--- src/rtl/nn_pkg.sv ---
// Shared types and default sizes for the neural-layer sequencer blocks.
package nn_pkg;

   localparam int DEFAULT_DATA_WIDTH = 8;
   localparam int DEFAULT_NUM_INPUTS = 16;

   typedef enum logic [2:0] {
      LOAD   = 3'd0,
      READY  = 3'd1,
      STREAM = 3'd2,
      WAIT   = 3'd3,
      DONE   = 3'd4
   } seq_state_t;

endpackage

--- src/rtl/layer_input_buffer.sv ---
// Input vector storage with a write counter (load side) and a read index (stream side).
// Both counters saturate at the last entry; the sequencer uses the *_last flags as terminal strobes.
module layer_input_buffer
   import nn_pkg::*;
#(
   parameter int numInputs    = DEFAULT_NUM_INPUTS,
   parameter int dataWidth    = DEFAULT_DATA_WIDTH,
   parameter int counterWidth = $clog2(numInputs)
) (
   input  logic                    clk,
   input  logic                    reset,
   input  logic                    wr_en,
   input  logic [dataWidth-1:0]    wr_data,
   input  logic                    wr_clr,
   input  logic                    rd_clr,
   input  logic                    rd_inc,
   output logic                    wr_last,
   output logic [counterWidth-1:0] rd_idx,
   output logic                    rd_last,
   output logic [dataWidth-1:0]    rd_data
);

   localparam logic [counterWidth-1:0] LAST_IDX = counterWidth'(numInputs - 1);

   logic [dataWidth-1:0]    mem [numInputs];
   logic [counterWidth-1:0] wr_count;

   // Storage is deliberately left without reset; contents survive aborts and completions.
   always_ff @(posedge clk) begin
      if (wr_en) mem[wr_count] <= wr_data;
   end

   always_ff @(posedge clk or negedge reset) begin
      if (!reset) begin
         wr_count <= '0;
         rd_idx   <= '0;
      end else begin
         if (wr_clr)                  wr_count <= '0;
         else if (wr_en && !wr_last)  wr_count <= wr_count + 1'b1;

         if (rd_clr)                  rd_idx <= '0;
         else if (rd_inc && !rd_last) rd_idx <= rd_idx + 1'b1;
      end
   end

   assign wr_last = (wr_count == LAST_IDX);
   assign rd_last = (rd_idx == LAST_IDX);
   assign rd_data = mem[rd_idx];

endmodule

--- src/rtl/layer_sequencer.sv ---
// Buffers one input vector, broadcasts it to a neuron layer and waits for every neuron result.
// Optional macro PRETRAINED_EN removes the runtime weight/bias configuration path.
module layer_sequencer
   import nn_pkg::*;
#(
   parameter int numInputs    = DEFAULT_NUM_INPUTS,
   parameter int numNeurons   = 4,
   parameter int dataWidth    = DEFAULT_DATA_WIDTH,
   parameter int layerNumber  = 0,
   parameter int counterWidth = $clog2(numInputs)
) (
   input  logic                    clk,
   input  logic                    reset,
   input  logic [dataWidth-1:0]    inData,
   input  logic                    inValid,
   output logic                    inReady,
   input  logic                    start,
   output logic [dataWidth-1:0]    neuronIn,
   output logic                    neuronValid,
   output logic [counterWidth-1:0] inputIndex,
   input  logic [numNeurons-1:0]   neuronOutValid,
   output logic                    busy,
   output logic                    done,
   input  logic                    cfgReq,
   input  logic                    cfgIsBias,
   input  logic [31:0]             cfgNeuron,
   input  logic [31:0]             cfgData,
   output logic                    cfgAck,
   output logic                    weightWriteEn,
   output logic                    biasWriteEn,
   output logic [31:0]             weightData,
   output logic [31:0]             biasData,
   output logic [31:0]             config_layer_number,
   output logic [31:0]             config_neuron_number,
   output logic [2:0]              state_dbg
);

   // Input side: inValid & inReady is a transfer; inReady is high only while loading, so
   // data offered at any other time is dropped, and the producer must not assume it was taken.

   seq_state_t state, state_next;

   logic                    wr_en, wr_clr, rd_clr, rd_inc;
   logic                    wr_last, rd_last;
   logic [counterWidth-1:0] rd_idx;
   logic [dataWidth-1:0]    rd_data;
   logic [numNeurons-1:0]   mask, mask_merged;

   layer_input_buffer #(
      .numInputs   (numInputs),
      .dataWidth   (dataWidth),
      .counterWidth(counterWidth)
   ) u_buffer (
      .clk    (clk),
      .reset  (reset),
      .wr_en  (wr_en),
      .wr_data(inData),
      .wr_clr (wr_clr),
      .rd_clr (rd_clr),
      .rd_inc (rd_inc),
      .wr_last(wr_last),
      .rd_idx (rd_idx),
      .rd_last(rd_last),
      .rd_data(rd_data)
   );

   assign mask_merged = mask | neuronOutValid;

   always_ff @(posedge clk or negedge reset) begin
      if (!reset) begin
         state <= LOAD;
         mask  <= '0;
      end else begin
         state <= state_next;
         if (state == READY && start)            mask <= '0;
         else if (state == STREAM || state == WAIT) mask <= mask_merged;
      end
   end

   // WAIT looks at the merged mask so completion is seen in the same cycle the last strobe lands.
   always_comb begin
      state_next = state;
      wr_en      = 1'b0;
      wr_clr     = 1'b0;
      rd_clr     = 1'b0;
      rd_inc     = 1'b0;
      case (state)
         LOAD: begin
            wr_en = inValid;
            if (inValid && wr_last) state_next = READY;
         end
         READY: begin
            if (start) begin
               rd_clr     = 1'b1;
               state_next = STREAM;
            end
         end
         STREAM: begin
            rd_inc = 1'b1;
            if (rd_last) state_next = WAIT;
         end
         WAIT: begin
            if (&mask_merged) state_next = DONE;
         end
         DONE: begin
            wr_clr     = 1'b1;
            state_next = LOAD;
         end
         default: state_next = LOAD;
      endcase
   end

   assign inReady     = (state == LOAD);
   assign neuronValid = (state == STREAM);
   assign neuronIn    = neuronValid ? rd_data : '0;
   assign inputIndex  = neuronValid ? rd_idx : '0;
   assign busy        = (state == STREAM) || (state == WAIT);
   assign done        = (state == DONE);
   assign state_dbg   = state;

`ifdef PRETRAINED_EN
   assign cfgAck               = 1'b0;
   assign weightWriteEn        = 1'b0;
   assign biasWriteEn          = 1'b0;
   assign weightData           = '0;
   assign biasData             = '0;
   assign config_layer_number  = '0;
   assign config_neuron_number = '0;
`else
   logic cfg_take;

   // A request still held during its own ack cycle is not taken a second time.
   assign cfg_take = cfgReq && !cfgAck && (state == LOAD || state == READY);

   always_ff @(posedge clk or negedge reset) begin
      if (!reset) begin
         cfgAck               <= 1'b0;
         weightWriteEn        <= 1'b0;
         biasWriteEn          <= 1'b0;
         weightData           <= '0;
         biasData             <= '0;
         config_layer_number  <= '0;
         config_neuron_number <= '0;
      end else begin
         cfgAck        <= cfg_take;
         weightWriteEn <= cfg_take && !cfgIsBias;
         biasWriteEn   <= cfg_take && cfgIsBias;
         if (cfg_take) begin
            config_neuron_number <= cfgNeuron;
            config_layer_number  <= 32'(layerNumber);
            if (cfgIsBias) biasData   <= cfgData;
            else           weightData <= cfgData;
         end
      end
   end
`endif

endmodule

--- config.mk ---
export PLATFORM = sky130hd
export DESIGN_NAME = layer_sequencer
export DESIGN_NICKNAME = d
export VERILOG_FILES = /design/src/rtl/nn_pkg.sv /design/src/rtl/layer_input_buffer.sv /design/src/rtl/layer_sequencer.sv
export SDC_FILE = /design/constraint.sdc
export NUM_CORES = 1
export LEC_CHECK = 0
export ABC_AREA = 1
export CAP_MARGIN = 25
export CORE_MARGIN = 2
export CORE_UTILIZATION = 55
export DETAILED_ROUTE_END_ITERATION = 8
export PLACE_DENSITY_LB_ADDON = 0.05
export SETUP_SLACK_MARGIN = 0.3
export SLEW_MARGIN = 20
export SYNTH_ARGS = -nofsm -noshare
export SYNTH_HDL_FRONTEND = slang
export SYNTH_HIERARCHICAL = 1
export SYNTH_SLANG_ARGS = --single-unit
--- constraint.sdc ---
create_clock -name clk -period 4.5 [get_ports clk]
set_input_delay 1.35 -clock clk [delete_from_list [all_inputs] [get_ports clk]]
set_output_delay 1.35 -clock clk [all_outputs]
set_load 0.01 [all_outputs]
[Word level (Yosys, flattened, before mapping)]
Memories as Yosys holds them, arrays and structs flattened.
Cells that the tools add are included.
Operators by class
  $add $sub $neg: 2
  equality and inequality tests: 10
  muxes and demuxes: 20
  bitwise logic cells: 2
  reductions and logical operators: 22
Operators with widths (count)
  two-way mux 4 bit: 7
  two-way mux 3 bit: 4
  one-hot mux 3 bit (4 select lines): 1
  adder 4 x 1 -> 4 bit (second input constant): 2
  equality test 4 bit (second input constant): 2
  logical AND 1 bit: 8
  two-way mux 8 bit: 1
  AND reduction 4 bit: 2
  two-way mux 1 bit: 7
  equality test 3 x 2 -> 1 bit (second input constant): 2
  nonzero test 2 bit: 3
  logical NOT 1 bit: 4
  inequality test 2 x 1 -> 1 bit (second input constant): 2
  inequality test 2 bit (second input constant): 2
  OR 4 bit: 1
  AND reduction 2 bit: 2
  equality test 3 x 1 -> 1 bit (second input constant): 1
  equality test 3 bit (second input constant): 1
  logical NOT 3 bit: 1
  logical OR 1 bit: 2
  NOT 1 bit: 1
Word-level totals
  register bits: 114
  memory bits (writable): 128
  input bits: 82
  word-level logic and storage cells: 67
  memories: 1
Memories
  u_buffer.mem: words 16, width 8, read ports 1, clocked after Yosys merged registers in 0, wr ports 1, line layer_input_buffer.sv:25  | logic [dataWidth-1:0] mem [numInputs];

[Logic depth before layout (Yosys ltp)]
  word-level depth: 5
  depth in mapped cells: 12
  mapped depth without buffers: 10

[By module]
Netlist, hierarchy kept.
By module, submodules not included
  layer_input_buffer: times used 1, cells an instance 626, area an instance 6090.8 µm²
  layer_sequencer: times used 1, cells an instance 546, area an instance 4606.9 µm²

[Worst setup path after synthesis]
No wires, ideal clock.
  path kind: reg-to-output
  from: register u_buffer.rd_idx[1]
  to: output neuronIn[4]
  data arrival time: 1.352 ns
  required time: 3.150 ns
  setup slack: 1.798 ns
  stages on the path, launching flop included: 12
  path buffers: 2
  cell sequence: dfrtp_1 buf_2 inv_1 buf_2 nand3_1 nand2_1 nand2_1 nand2_1 inv_1 nand2_1 inv_1 nor2_1
On the way
  longest elaborated chain between the ends: 2
Ends and longest elaborated chain
  from (decl): line layer_input_buffer.sv:18  | output logic [counterWidth-1:0] rd_idx,
  from (signal assigned): line layer_input_buffer.sv:42  | else if (rd_inc && !rd_last) rd_idx <= rd_idx + 1'b1;
  memory (16 x 8 bit)
  via rd_data[4]: line layer_sequencer.sv:46  | logic [dataWidth-1:0] rd_data;
  two-way mux 8 bit: line layer_sequencer.sv:115  | assign neuronIn = neuronValid ? rd_data : '0;
  to (decl): line layer_sequencer.sv:18  | output logic [dataWidth-1:0] neuronIn,
The timed path passes the listed nets, and every way through them passes these cells.

[Final worst setup path]
  from: register u_buffer.rd_idx[3]
  to: output neuronIn[5]
Same word-level chain as after synthesis.

==> run_summary.xml <==
<?xml version="1.0" encoding="UTF-8"?>
<metrics>
  <group name="yosys">
    <metric name="synth.area.mux_share" unit="%">0</metric>
    <metric name="yosysTopAreaCell" unit="">edfxtp_1</metric>
    <metric name="yosys.area_share.adder" unit="%">0.585</metric>
    <metric name="synth_top_family_by_area" unit="">simple AND/OR/NAND/NOR gates</metric>
    <metric name="post_synthesis_share_of_cell_area_spent_on_and_or_nand_and_nor_gates" unit="%">22.4</metric>
    <metric name="synth-warning-count" unit="">6</metric>
    <metric name="yosysMostFrequentCell" unit="">nand2_1</metric>
    <metric name="netlist_instances" unit="">1172</metric>
    <metric name="compound_cell_area_share_of_the_yosys_netlist" unit="%">3.63</metric>
    <metric name="synth_cell_types" unit="">22</metric>
    <metric name="async_flop_share" unit="%">47.1</metric>
    <metric name="dominantRegCellSynth" unit="">edfxtp_1</metric>
    <metric name="synth-xor-area-share" unit="%">0</metric>
    <metric name="synth-seq-cells" unit="">242</metric>
    <metric name="post_synth_most_frequent_cells" unit="">446 x nand2_1, 167 x inv_1, 128 x edfxtp_1</metric>
    <metric name="synth.top_cell.area_share" unit="%">35.9</metric>
    <metric name="syn-mean-instance-area" unit="µm²">9.13</metric>
    <metric name="summed_instance_area_of_the_synthesized_netlist" unit="µm²">10700</metric>
    <metric name="count_of_flip_flops_with_a_built_in_enable_after_synthesis" unit="">128</metric>
    <metric name="ys_seq_area_share" unit="%">62.6</metric>
    <metric name="synth_area_leaders" unit="">edfxtp_1 36%, dfrtp_1 27%, nand2_1 16%</metric>
  </group>
  <group name="clock_network">
    <metric name="clock_tree.root_cell" unit="">clkbuf_16</metric>
    <metric name="post_cts_hold_buffer_count" unit="">0</metric>
    <metric name="clock_tree_from_tritoncts" unit="">built</metric>
    <metric name="numCtsBuffers" unit="">24</metric>
    <metric name="clock_latency_late_sink" unit="ns">0.51</metric>
    <metric name="clk_pin_slew_worst_paths" unit="ns">0.06</metric>
    <metric name="clockBufferDepth" unit="">3</metric>
    <metric name="h-tree-depth" unit="">1</metric>
    <metric name="postCtsSetupRepairBufs" unit="">0</metric>
    <metric name="cts_sinks" unit="">242</metric>
  </group>
  <group name="placement">
    <metric name="postPlaceCellArea" unit="µm²">12700</metric>
    <metric name="place.port_buffers" unit="">199</metric>
    <metric name="dpl_worst_slack" unit="ns">0.915</metric>
    <metric name="dp_cells" unit="">1598</metric>
    <metric name="hpwl" unit="mm">17.2</metric>
    <metric name="gp_congestion" unit="">0.800</metric>
  </group>
  <group name="global_routing">
    <metric name="grt_start_max_net_pins" unit="">69</metric>
    <metric name="grt.overflow.total" unit="">0</metric>
    <metric name="number_of_antenna_violations_at_the_first_check_in_global_routing" unit="">0</metric>
    <metric name="grt_util_all_layers" unit="%">25.9</metric>
    <metric name="global_route_wire_length_before_repair" unit="mm">41.2</metric>
    <metric name="vias_in_the_first_global_route" unit="">7767</metric>
  </group>
  <group name="routing">
    <metric name="routed_wirelength" unit="mm">26.3</metric>
    <metric name="drc" unit="">0</metric>
    <metric name="drt.antenna.violating_nets" unit="">0</metric>
    <metric name="wl_per_cell" unit="µm">16.0</metric>
    <metric name="via_to_cell_ratio" unit="">4.89</metric>
    <metric name="vias" unit="">8027</metric>
    <metric name="number_of_iterations_in_the_first_detailed_routing_pass" unit="">4</metric>
    <metric name="drt-initial-drc-count" unit="">612</metric>
  </group>
  <group name="timing">
    <metric name="final_hold_viol_count" unit="">0</metric>
    <metric name="worst_slack" unit="ns">0.467</metric>
    <metric name="final-setup-viol-count" unit="">0</metric>
    <metric name="maxClockFrequency" unit="GHz">0.248</metric>
    <metric name="period_minus_slack" unit="ns">4.03</metric>
    <metric name="totalNegativeSetupSlack" unit="ns">0</metric>
    <metric name="worst_clock_skew" unit="ns">0.0102</metric>
    <metric name="maxSlewViolCount" unit="">0</metric>
    <metric name="slew_headroom" unit="%">36.2</metric>
    <metric name="fin_worst_hold_slack" unit="ns">0.478</metric>
    <metric name="post_route_clock_period_utilization" unit="%">89.6</metric>
    <metric name="tightest_slew" unit="ns">0.955</metric>
    <metric name="unrepaired_setup_endpoints_after_global_routing" unit="">yes</metric>
  </group>
  <group name="critical_path">
    <metric name="timing.critical_path.required" unit="ns">3.15</metric>
    <metric name="crit_arrival" unit="ns">2.68</metric>
    <metric name="end_kind" unit="">output port</metric>
    <metric name="r2r_start" unit="">state_dbg[2]</metric>
    <metric name="cell_type_group_with_the_largest_total_delay_on_the_critical_path" unit="">simple AND/OR/NAND/NOR gates</metric>
    <metric name="startpoint_type" unit="">flip-flop</metric>
    <metric name="worst_path_max_delay_cell" unit="">clkdlybuf4s50_1</metric>
    <metric name="reg2reg_to" unit="">u_buffer/mem[5][5]</metric>
    <metric name="reg2reg_slack" unit="ns">2.03</metric>
    <metric name="worstSetupPathDepth" unit="">9</metric>
    <metric name="critPathBufInv" unit="">4</metric>
    <metric name="path_cells" unit="">inv_1 &gt; nor2_1 &gt; nand2_1 &gt; nand2_1 &gt; inv_1 &gt; nand2_1 &gt; inv_1 &gt; nor2_1 &gt; clkdlybuf4s50_1</metric>
    <metric name="path_max_fanout" unit="">11</metric>
    <metric name="rr_worst_depth" unit="">5</metric>
    <metric name="critical_path.max_stage_delay" unit="ns">0.57</metric>
    <metric name="critPathKind" unit="">flip-flop to output port</metric>
  </group>
  <group name="cells_and_area">
    <metric name="antenna_cells_inserted" unit="">0</metric>
    <metric name="layout-area-overhead-vs-synth" unit="%">26.8</metric>
    <metric name="final.fill_count" unit="">1505</metric>
    <metric name="finalNetCount" unit="">1446</metric>
    <metric name="ratio_of_cells_with_drive_above_1_in_the_final_layout" unit="%">3.78</metric>
    <metric name="final_area" unit="µm²">13600</metric>
    <metric name="post_layout_nonfiller_instances" unit="">1642</metric>
  </group>
  <group name="power_and_ir_drop">
    <metric name="vdd_drop_max" unit="V">0.000451</metric>
    <metric name="power_dens_cells" unit="nW/µm²">622</metric>
    <metric name="total_leakage_power" unit="nW">6.35</metric>
    <metric name="part_of_the_power_in_registers" unit="%">37.8</metric>
    <metric name="total_switching_power" unit="mW">2.92</metric>
    <metric name="comb_power_share" unit="%">37.7</metric>
    <metric name="power.switching_fraction" unit="%">34.6</metric>
    <metric name="clock_power_share" unit="%">24.5</metric>
    <metric name="power_internal" unit="mW">5.52</metric>
  </group>
  <group name="run">
    <metric name="drv.max_cap_violation_count" unit="">0</metric>
  </group>
  <group name="die">
    <metric name="num_io_pins" unit="">232</metric>
    <metric name="floorplan.rows" unit="">51</metric>
    <metric name="floorplan.core_area" unit="µm²">19300</metric>
    <metric name="dieWidth" unit="µm">143</metric>
    <metric name="design.die.area" unit="µm²">20600</metric>
    <metric name="floorplan.initialDensity" unit="%">55.5</metric>
    <metric name="die_height" unit="µm">143</metric>
  </group>
  <group name="hold_path">
    <metric name="start_point_of_the_worst_hold_path" unit="">config_neuron_number[24]</metric>
    <metric name="worst_hold_path_type" unit="">flip-flop to flip-flop</metric>
    <metric name="hold_path_depth" unit="">2</metric>
    <metric name="worstHoldEndpoint" unit="">config_neuron_number[24]</metric>
  </group>
  <group name="run_status">
    <metric name="run_status" unit="">complete, no violations</metric>
  </group>
</metrics>
logic make-up after synthesis:
| group | count (synthesis) |
|---|---|
| flops | 242 |
| compound gates | 77 |
| fa+ha+maj | 5 |
| simple gates | 596 |
| other cells | 1 |
| buf+inv | 251 |
power by group through the flow:
stage	sequential (mW)	clock [mW]	combinational, mW
detailed placement	3.20	0	3.19
global placement	3.19	0	3.14
finish	3.19	2.07	3.18
CTS	3.19	2.11	3.20
global route	3.25	2.20	3.53
floorplan	3.37	0	1.53
area by class of cell:
cell class,instances,area [µm²],share of cell area [%]
flip-flops and latches,242,6700,49.4
multi-input cells,710,2960,21.8
clock inverters,12,153,1.13
inverters,169,637,4.69
well taps,265,332,2.44
clock buffers,32,662,4.88
repair buffers,212,2120,15.6
flip-flops by register name, summed over array words and instances, names as in the netlist:
| signal | count |
|---|---|
| biasData | 32 |
| u_buffer/rd_idx | 4 |
| weightWriteEn | 1 |
| biasWriteEn | 1 |
| config_neuron_number | 32 |
| u_buffer/mem | 128 |
| mask | 4 |
| state_dbg | 3 |
| weightData | 32 |
| u_buffer/wr_count | 4 |
| cfgAck | 1 |
timing repair:
action,4_1_cts,5_1_grt
endpoints found under the hold margin,0,0
endpoints found under the setup margin,0,8
resized for setup,0,3
worst min-delay path, stage by stage (launching register included):
cell,delay (ns)
dfrtp_1,0.34
nand2_1,0.05
nand2_1,0.05
through the flow:
step	power [mW]	utilization [%]
floorplan	4.90	-
global placement	6.34	66.0
detailed placement	6.39	66.1
CTS	8.49	70.4
global route	8.98	70.4
finish	8.44	70.4
per-layer routing:
layer / share of wire, % / track usage, % / up-vias
li1: - / - / 3959
met1: 42 / 34.5 / 3723
met2: 46 / 40.8 / 292
met3: 9.1 / 8.23 / 53
met4: 2.9 / 8.31 / 0
met5: 0 / 0 / -
worst max path at each step:
stage                  endpoint               start
global route        neuronIn[0]  u_buffer/rd_idx[0]
floorplan           neuronIn[4]  u_buffer/rd_idx[1]
CTS                 neuronIn[0]  u_buffer/rd_idx[0]
finish              neuronIn[5]  u_buffer/rd_idx[3]
detailed placement  neuronIn[2]  u_buffer/rd_idx[0]
global placement    neuronIn[0]  u_buffer/rd_idx[0]
layout by cell type (no fill, tap or decap), types with 7 or more instances in the layout:
cell and count:
dfrtp_1 113, nand2_1 446, nor2_1 49, o21ai_1 10
inv_1 167, conb_1 32, clkbuf_16 25, nand3_1 92
clkdlybuf4s50_1 198, clkinv_1 7, o21ai_0 66, edfxtp_1 128
buf_4 11
Power figures use the tool's default switching activity.
